--- src/rtl/reset_sequencer_pkg.sv ---
// Shared state encodings and sizing helper for the reset sequencer and the
// link-level monitor that decodes its state.
package reset_sequencer_pkg;

  typedef enum logic [1:0] {
    HOLD = 2'd0,
    WAIT = 2'd1,
    RUN  = 2'd2
  } seq_state_e;

  function automatic int max_int(input int a, input int b);
    return (a > b) ? a : b;
  endfunction

endpackage

--- src/rtl/reset_sequencer_if.sv ---
// Handshake bundle between the reset sequencer (slave) and the per-domain
// logic it controls (master drives requests and ready, observes resets).
interface reset_sequencer_if #(
  parameter int NUM_STAGES = 3
) ();

  logic                  soft_rst_req;
  logic [NUM_STAGES-1:0] stage_ready;
  logic [NUM_STAGES-1:0] rst_out;
  logic                  seq_done;
  logic                  soft_rst_ack;
  logic                  timeout_err;

  modport master (
    output soft_rst_req, stage_ready,
    input  rst_out, seq_done, soft_rst_ack, timeout_err
  );

  modport slave (
    input  soft_rst_req, stage_ready,
    output rst_out, seq_done, soft_rst_ack, timeout_err
  );

endinterface

--- src/rtl/reset_sequencer.sv ---
// Ordered per-domain reset release: hold all domains, then free stage 0..N-1
// one at a time, each gated on its ready input, with timeout retry and soft reset.
module reset_sequencer
  import reset_sequencer_pkg::*;
#(
  parameter int NUM_STAGES     = 3,
  parameter int HOLD_CYCLES    = 16,
  parameter int STAGE_GAP      = 8,
  parameter int TIMEOUT_CYCLES = 64
) (
  input logic              clk,
  input logic              rst,
  reset_sequencer_if.slave bus
);

  localparam int CW = $clog2(max_int(HOLD_CYCLES, TIMEOUT_CYCLES) + 1);
  localparam int IW = (NUM_STAGES > 1) ? $clog2(NUM_STAGES) : 1;

  localparam logic [CW-1:0] HOLD_LAST = CW'(HOLD_CYCLES - 1);
  localparam logic [CW-1:0] GAP_LAST  = CW'(STAGE_GAP - 1);
  localparam logic [CW-1:0] TO_LAST   = CW'(TIMEOUT_CYCLES - 1);
  localparam logic [IW-1:0] IDX_LAST  = IW'(NUM_STAGES - 1);

  seq_state_e            state_q, state_d;
  logic [CW-1:0]         cnt_q, cnt_d;
  logic [IW-1:0]         idx_q, idx_d;
  logic [NUM_STAGES-1:0] rst_out_q, rst_out_d;
  logic                  seq_done_q, seq_done_d;
  logic                  ack_q, ack_d;
  logic                  err_q, err_d;
  logic                  soft_accept;
  logic                  timeout_hit;

  always_ff @(posedge clk) begin
    if (rst) begin
      state_q    <= HOLD;
      cnt_q      <= '0;
      idx_q      <= '0;
      rst_out_q  <= '1;
      seq_done_q <= 1'b0;
      ack_q      <= 1'b0;
      err_q      <= 1'b0;
    end else begin
      state_q    <= state_d;
      cnt_q      <= cnt_d;
      idx_q      <= idx_d;
      rst_out_q  <= rst_out_d;
      seq_done_q <= seq_done_d;
      ack_q      <= ack_d;
      err_q      <= err_d;
    end
  end

  // Soft request outranks advance, timeout and lost-ready in WAIT/RUN.
  always_comb begin
    state_d     = state_q;
    cnt_d       = cnt_q;
    idx_d       = idx_q;
    soft_accept = 1'b0;
    timeout_hit = 1'b0;
    case (state_q)
      HOLD: begin
        if (bus.soft_rst_req) begin
          cnt_d = '0;
        end else if (cnt_q == HOLD_LAST) begin
          state_d = WAIT;
          cnt_d   = '0;
          idx_d   = '0;
        end else begin
          cnt_d = cnt_q + 1'b1;
        end
      end
      WAIT: begin
        if (bus.soft_rst_req) begin
          state_d     = HOLD;
          cnt_d       = '0;
          idx_d       = '0;
          soft_accept = 1'b1;
        end else if (bus.stage_ready[idx_q] && (cnt_q >= GAP_LAST)) begin
          cnt_d = '0;
          if (idx_q == IDX_LAST) begin
            state_d = RUN;
          end else begin
            idx_d = idx_q + 1'b1;
          end
        end else if (cnt_q == TO_LAST) begin
          state_d     = HOLD;
          cnt_d       = '0;
          idx_d       = '0;
          timeout_hit = 1'b1;
        end else begin
          cnt_d = cnt_q + 1'b1;
        end
      end
      RUN: begin
        cnt_d = '0;
        if (bus.soft_rst_req) begin
          state_d     = HOLD;
          idx_d       = '0;
          soft_accept = 1'b1;
        end else if (!(&bus.stage_ready)) begin
          state_d = HOLD;
          idx_d   = '0;
        end
      end
      default: begin
        state_d = HOLD;
        cnt_d   = '0;
        idx_d   = '0;
      end
    endcase
  end

  // Outputs are derived from the next state so they register in step with it.
  always_comb begin
    rst_out_d  = '1;
    seq_done_d = 1'b0;
    ack_d      = soft_accept;
    err_d      = err_q | timeout_hit;
    case (state_d)
      WAIT: begin
        for (int i = 0; i < NUM_STAGES; i++) begin
          rst_out_d[i] = (i > int'(idx_d));
        end
      end
      RUN: begin
        rst_out_d  = '0;
        seq_done_d = 1'b1;
      end
      default: ;
    endcase
  end

  assign bus.rst_out      = rst_out_q;
  assign bus.seq_done     = seq_done_q;
  assign bus.soft_rst_ack = ack_q;
  assign bus.timeout_err  = err_q;

endmodule

--- src/flat_wrapper.sv ---
// flat-port wrapper written by rule: the top's interface ports become plain ports
module reset_sequencer_flat import reset_sequencer_pkg::*;
#(
  parameter int NUM_STAGES     = 3,
  parameter int HOLD_CYCLES    = 16,
  parameter int STAGE_GAP      = 8,
  parameter int TIMEOUT_CYCLES = 64
)
  (clk, rst, bus_soft_rst_req, bus_stage_ready, bus_rst_out, bus_seq_done, bus_soft_rst_ack, bus_timeout_err);
  reset_sequencer_if #(.NUM_STAGES(NUM_STAGES)) bus_i ();
  input logic clk;
  input logic rst;
  input wire logic [$bits(bus_i.soft_rst_req)-1:0] bus_soft_rst_req;
  input wire logic [$bits(bus_i.stage_ready)-1:0] bus_stage_ready;
  output wire logic [$bits(bus_i.rst_out)-1:0] bus_rst_out;
  output wire logic [$bits(bus_i.seq_done)-1:0] bus_seq_done;
  output wire logic [$bits(bus_i.soft_rst_ack)-1:0] bus_soft_rst_ack;
  output wire logic [$bits(bus_i.timeout_err)-1:0] bus_timeout_err;
  assign bus_i.soft_rst_req = bus_soft_rst_req;
  assign bus_i.stage_ready = bus_stage_ready;
  assign bus_rst_out = bus_i.rst_out;
  assign bus_seq_done = bus_i.seq_done;
  assign bus_soft_rst_ack = bus_i.soft_rst_ack;
  assign bus_timeout_err = bus_i.timeout_err;
  reset_sequencer #(.NUM_STAGES(NUM_STAGES), .HOLD_CYCLES(HOLD_CYCLES), .STAGE_GAP(STAGE_GAP), .TIMEOUT_CYCLES(TIMEOUT_CYCLES)) u_core (.clk(clk), .rst(rst), .bus(bus_i));
endmodule
--- config.mk ---
export PLATFORM = sky130hd
export DESIGN_NAME = reset_sequencer_flat
export DESIGN_NICKNAME = d
export VERILOG_FILES = /design/src/rtl/reset_sequencer_pkg.sv /design/src/rtl/reset_sequencer_if.sv /design/src/rtl/reset_sequencer.sv /design/src/flat_wrapper.sv
export SDC_FILE = /design/constraint.sdc
export NUM_CORES = 1
export LEC_CHECK = 0
export CORE_AREA = 2 2 61 63
export DETAILED_ROUTE_END_ITERATION = 12
export DIE_AREA = 0 0 63 65
export HOLD_SLACK_MARGIN = 0.1
export PLACE_DENSITY = 0.51
export SKIP_CTS_REPAIR_TIMING = 1
export SYNTH_ARGS = -nofsm -noshare
export SYNTH_HDL_FRONTEND = slang
export SYNTH_SLANG_ARGS = --single-unit
--- constraint.sdc ---
create_clock -name clk -period 2.5 [get_ports clk]
set_clock_uncertainty 0.1 [all_clocks]
set_input_delay 0.625 -clock clk [delete_from_list [all_inputs] [get_ports clk]]
set_output_delay 0.625 -clock clk [all_outputs]
set_load 0.02 [all_outputs]
# Yosys cells after proc, flatten, opt, wreduce, memory -nomap -nowiden

Index checks and enable logic that the tools add are counted.

Bits in writable memories: 0
Output and inout bits: 6
Latch bits: 0
Register bits after elaboration: 17
ROM bits: 0
Logic and storage cells: 60
Bits of input ports: 6
Memories: 0

Multipliers: 0
Div/mod/pow operators: 0
$add $sub $neg: 2
Equality and inequality tests: 7
$lt $le $gt $ge: 4
Bitwise logic cells: 2
Mux-type cells: 33
Reductions and logical operators: 5
Shifts and indexed selects: 0

Operator list:

| cell                                                                                 | number |
|---|---|
| 7-bit two-way mux                                                                    | 5 |
| 2-bit two-way mux                                                                    | 16 |
| 7-bit one-hot mux with 2 select lines                                                | 1 |
| 2-bit one-hot mux with 3 select lines                                                | 2 |
| 7-bit by 1-bit adder with 7-bit output (second input constant)                       | 1 |
| 7-bit by 4-bit == test with 1-bit output (second input constant)                     | 1 |
| 7-bit by 6-bit == test with 1-bit output (second input constant)                     | 1 |
| 7-bit by 3-bit greater-or-equal comparator with 1-bit output (second input constant) | 1 |
| 1-bit two-way mux                                                                    | 7 |
| 2-bit == test (second input constant)                                                | 3 |
| 3-bit one-hot mux with 2 select lines                                                | 1 |
| 2-bit by 1-bit == test with 1-bit output (second input constant)                     | 2 |
| 2-bit OR reduction                                                                   | 2 |
| 2-bit by 3-bit < comparator with 1-bit output (second input constant)                | 1 |
| 3-bit AND reduction                                                                  | 1 |
| 2-bit by 1-bit adder with 2-bit output (second input constant)                       | 1 |
| 1-bit binary-select mux with 2-bit select                                            | 1 |
| 1-bit by 2-bit > comparator with 1-bit output (first input constant)                 | 1 |
| 2-bit > comparator (first input constant)                                            | 1 |
| 2-bit zero test                                                                      | 1 |
| 1-bit logical AND                                                                    | 1 |
| 1-bit NOT                                                                            | 1 |
| 1-bit bitwise OR                                                                     | 1 |

# Depth between registers and ports, before layout

Depth after elaboration: 8
Depth in mapped cells: 10
Gate-level depth less buffers: 10

# Worst setup path after synthesis

No wires, ideal clock.

Kind: input port to flip-flop
Start point: input port bus_stage_ready[1]
End point: register u_core.rst_out_q[2], in the netlist u_core.bus.rst_out[2]
Path buffers: 0
Slack: -0.033 ns
Stages on the path: 8
Data required time: 2.278 ns
Arrival time: 2.311 ns
Setup time: 0.122 ns
Path through: mux2_2 > a21oi_1 > nor4_1 > a2111oi_4 > nor3_1 > ha_1 > nand2b_1 > a311o_1

Word-level cells in the longest chain between the ends: 8
Elaborated cells between the ends (all ways): 18
Those cells by class: 1 x order compare; 2 x eq/ne; 13 x mux; 2 x reduce/logical

Ends and longest elaborated chain:

| item                                                                             | line                   | text |
|---|---|---|
| start, declared                                                                  | flat_wrapper.sv:14     | `input wire logic [$bits(bus_i.stage_ready)-1:0] bus_stage_ready;` |
| 1-bit binary-select mux with 2-bit select                                        | reset_sequencer.sv:79  | `end else if (bus.stage_ready[idx_q] && (cnt_q >= GAP_LAST)) begin` |
| 1-bit two-way mux (implied by the code)                                          | reset_sequencer.sv:79  |  |
| 1-bit logical AND                                                                | reset_sequencer.sv:79  |  |
| 2-bit two-way mux                                                                | reset_sequencer.sv:79  |  |
| 2-bit two-way mux                                                                | reset_sequencer.sv:74  | `if (bus.soft_rst_req) begin` |
| 2-bit one-hot mux with 3 select lines *                                          | reset_sequencer.sv:61  | `case (state_q)` |
| via u_core.state_d[0]                                                            | reset_sequencer.sv:24  | `seq_state_e state_q, state_d;` |
| 2-bit == test / 2-bit by 1-bit == test with 1-bit output (equally long branches) | reset_sequencer.sv:120 | `case (state_d)` |
| 3-bit one-hot mux with 2 select lines *                                          | reset_sequencer.sv:120 |  |
| end signal, assigned                                                             | reset_sequencer.sv:47  | `rst_out_q <= rst_out_d;` |
| end, declared                                                                    | reset_sequencer.sv:27  | `logic [NUM_STAGES-1:0] rst_out_q, rst_out_d;` |

The timed path passes the listed nets; every way through them passes the cells marked *. The select of a mux whose other input is x is not followed.
A chain may end at the register's enable or synchronous reset.

# Worst setup path after layout

Start point: input port bus_soft_rst_req
End point: register u_core.rst_out_q[2], in the netlist u_core.bus.rst_out[2]

Word-level cells in the longest chain between the ends: 4
Elaborated cells between the ends (all ways): 12
Those cells by class: 1 x order compare; 2 x eq/ne; 9 x mux

Ends and longest elaborated chain:

| item                                                                             | line                                                                | text |
|---|---|---|
| start, declared                                                                  | flat_wrapper.sv:13                                                  | `input wire logic [$bits(bus_i.soft_rst_req)-1:0] bus_soft_rst_req;` |
| 2-bit two-way mux, on equally long branches                                      | reset_sequencer.sv:97, reset_sequencer.sv:63, reset_sequencer.sv:74 |  |
| 2-bit one-hot mux with 3 select lines *                                          | reset_sequencer.sv:61                                               |  |
| via u_core.state_d[0]                                                            | reset_sequencer.sv:24                                               |  |
| 2-bit == test / 2-bit by 1-bit == test with 1-bit output (equally long branches) | reset_sequencer.sv:120                                              |  |
| 3-bit one-hot mux with 2 select lines *                                          | reset_sequencer.sv:120                                              |  |

The timed path passes the listed nets; every way through them passes the cells marked *.

==> metrics.cfg <==
[outcome]
status = finished, final reports clean

[final_layout]
final_nets = 166
final_cell_mix = buf_4, dfxtp_1, nor2_1
final_cells = 197
area_delta_synth_final_pct = 47.2
drive_above_1_share_pct = 31.5
mostFrequentLayoutCell = buf_4
num_antenna_cells = 0

[clock_tree]
cts-root-buf = clkbuf_4
htreeDepth = 1
cts_buffers = 3
path_clk_slew_ns = 0.10
cts_buffer_depth = 2
cts_tree = yes
cts_sinks = 17
insertion_delay_ns = 0.30

[sta]
relSlewSlack_pct = 77.5
worst_slew_pin_slew_ns = 0.336
finalMaxSlewViolations = 0
period_minus_slack_ns = 2.49
timing.final.crit_share_pct = 99.5
timing.hold.ws_ns = 0.390
fmax_ghz = 0.402
setup_slack_ns = 0.0120
setup_violations = 0
finalHoldViolations = 0
rsz0062_at_grt = yes
setup-tns-final_ns = 0

[floorplanning]
ios = 12
fp.dieW_um = 63
initial_core_util_pct = 27.9
core_um2 = 3500
die_h_um = 65
placementRows = 22
die_area_um2 = 4100

[grt]
met1_usage_pct = 13.7
antenna_found_initial = 0
grt_max_degree = 11
grt.total_usage_pct = 11.4
top_usage_layer = met2
gr-total-overflow = 0
use_met3_pct = 3.82
first_global_vias = 882
met2_usage_pct = 20.6
grt_pass1_wl_um = 3750

[setup_path]
cp-start-kind = primary input
crit_start = bus_soft_rst_req
crit_arrival_ns = 2.58
r2r_slack_ns = 0.05
cp_max_fo = 7
r2r_end = u_core.bus.rst_out[2]$_SDFF_PP1_
r2r_start = u_core.cnt_q[5]$_SDFF_PP0_
crit_required_ns = 2.59
critPathCapture = u_core.bus.rst_out[2]$_SDFF_PP1_
worst-setup-path-type = in2reg
cp-end-kind = flop
rr_worst_depth = 8

[route]
wl_per_cell_um = 11.0
drc_errors = 0
vias = 916
drt.antenna.violating_nets = 0
via_per_inst = 4.65
drt_first_pass_iters = 4
drt-total-wl_um = 2160
drtIter0Drc = 43

[yosys]
synth_edf_count = 0
synth_seq_cells = 17
yosys_most_used_dff = dfxtp_1
avgSynthCellArea_um2 = 8.79
synth.distinct_cells = 36
syn-cell-area_um2 = 976
syn_nets = 127
synthArstFlopShare_pct = 0
netlist_instances = 111
synth_warnings = 0
synth-seq-area-share_pct = 34.9

[placement]
place.port_buffers = 11
placed_cells = 193
gp_congestion = 0.760
pre_cts_ws_ns = -0.480
dp_hpwl_um = 1730

[power_and_ir_drop]
leakage_uw = 0.000604
power_uw = 454
power.density_nw_per_um2 = 316
vdd_drop_max_mv = 0.279

[worst_hold_path]
hold_class = reg2reg

[run]
drv.max_cap_violation_count = 0

[worst min-delay path by stage]
stage | start | endpoint | cells past startpoint
floorplan | u_core.cnt_q[0]$_SDFF_PP0_ | u_core.cnt_q[0]$_SDFF_PP0_ | 1
global placement | u_core.bus.timeout_err$_SDFF_PP0_ | u_core.bus.timeout_err$_SDFF_PP0_ | 2
detailed placement | u_core.bus.timeout_err$_SDFF_PP0_ | u_core.bus.timeout_err$_SDFF_PP0_ | 2
CTS | u_core.bus.timeout_err$_SDFF_PP0_ | u_core.bus.timeout_err$_SDFF_PP0_ | 2
global route | u_core.bus.timeout_err$_SDFF_PP0_ | u_core.bus.timeout_err$_SDFF_PP0_ | 2
finish | u_core.bus.timeout_err$_SDFF_PP0_ | u_core.bus.timeout_err$_SDFF_PP0_ | 2
[state kept, by name, summed over array words and instances (netlist names)]
signal and cells:
u_core.bus.rst_out 3, u_core.bus.seq_done 1, u_core.bus.soft_rst_ack 1, u_core.bus.timeout_err 1, u_core.cnt_q 7, u_core.idx_q 2, u_core.state_q 2
[where the power goes]
| group | switching (µW) | internal [µW] | total (µW) |
|---|---|---|---|
| clock | 91.6 | 59.6 | 151 |
| combinational | 13.7 | 16.3 | 29.9 |
| sequential | 0.949 | 272 | 273 |
[logic make-up (layout without fill, tap and decap cells)]
kind of cell / after synthesis / in the layout / synth area share (%)
AO/OA/AOI/OAI: 28 / 28 / 22.7
XOR/XNOR: 3 / 3 / 2.69
adder cells (fa/ha/maj): 10 / 10 / 12.8
buffers and inverters: 10 / 48 / 3.85
flip-flops: 17 / 17 / 34.9
multiplexers: 1 / 1 / 1.15
AND/OR/NAND/NOR: 42 / 42 / 21.9
[synthesized netlist by cell type (2+ instances only)]
library cell | instances | area share [%]
a21o_1 | 2 | 1.5
a21oi_1 | 6 | 3.1
a31oi_1 | 2 | 1.3
clkbuf_1 | 2 | 0.77
dfxtp_1 | 17 | 35
ha_1 | 10 | 13
inv_1 | 8 | 3.1
nand2_1 | 8 | 3.1
nand2b_1 | 2 | 1.3
nand3_1 | 3 | 1.5
nor2_1 | 13 | 5.0
nor2b_1 | 3 | 1.9
nor3_1 | 3 | 1.5
nor4_1 | 2 | 1.3
o211ai_1 | 2 | 1.5
o21ai_0 | 6 | 3.1
or2_2 | 2 | 1.3
xnor2_1 | 2 | 1.8
[final cells by class]
| cell class | count | area, µm² |
|---|---|---|
| clock buffers | 3 | 22.5 |
| clock inverters | 1 | 5.00 |
| fillers | 372 | 2060 |
| inverters | 8 | 30.0 |
| multi-input cells | 84 | 673 |
| flip-flops and latches | 17 | 340 |
| well taps | 48 | 60.1 |
| repair buffers | 36 | 305 |
[per-stage QoR]
| stage | instance area (µm²) | utilization (%) |
|---|---|---|
| after detailed placement | 1330 | 38.0 |
| final | 1440 | 41.1 |
| after floorplan | 980 | - |
| after global routing | 1440 | 41.1 |
| after global placement | 1330 | 38.0 |
| after CTS | 1360 | 38.8 |
[critical path, stage by stage]
cell,delay [ns]
clkdlybuf4s50_1,0.48
buf_4,0.16
nor2b_1,0.06
nand4_1,0.13
inv_1,0.08
a2111oi_4,0.35
nor3_2,0.08
ha_2,0.20
nand2b_4,0.14
a311o_1,0.30
[layer usage]
layer  share of wire [%]  routed length [µm]
met4                   0                   0
met1                  46                 992
met2                  51                1100
met3                 3.4                  74
met5                   0                   0
Power figures use the tool's default switching activity.
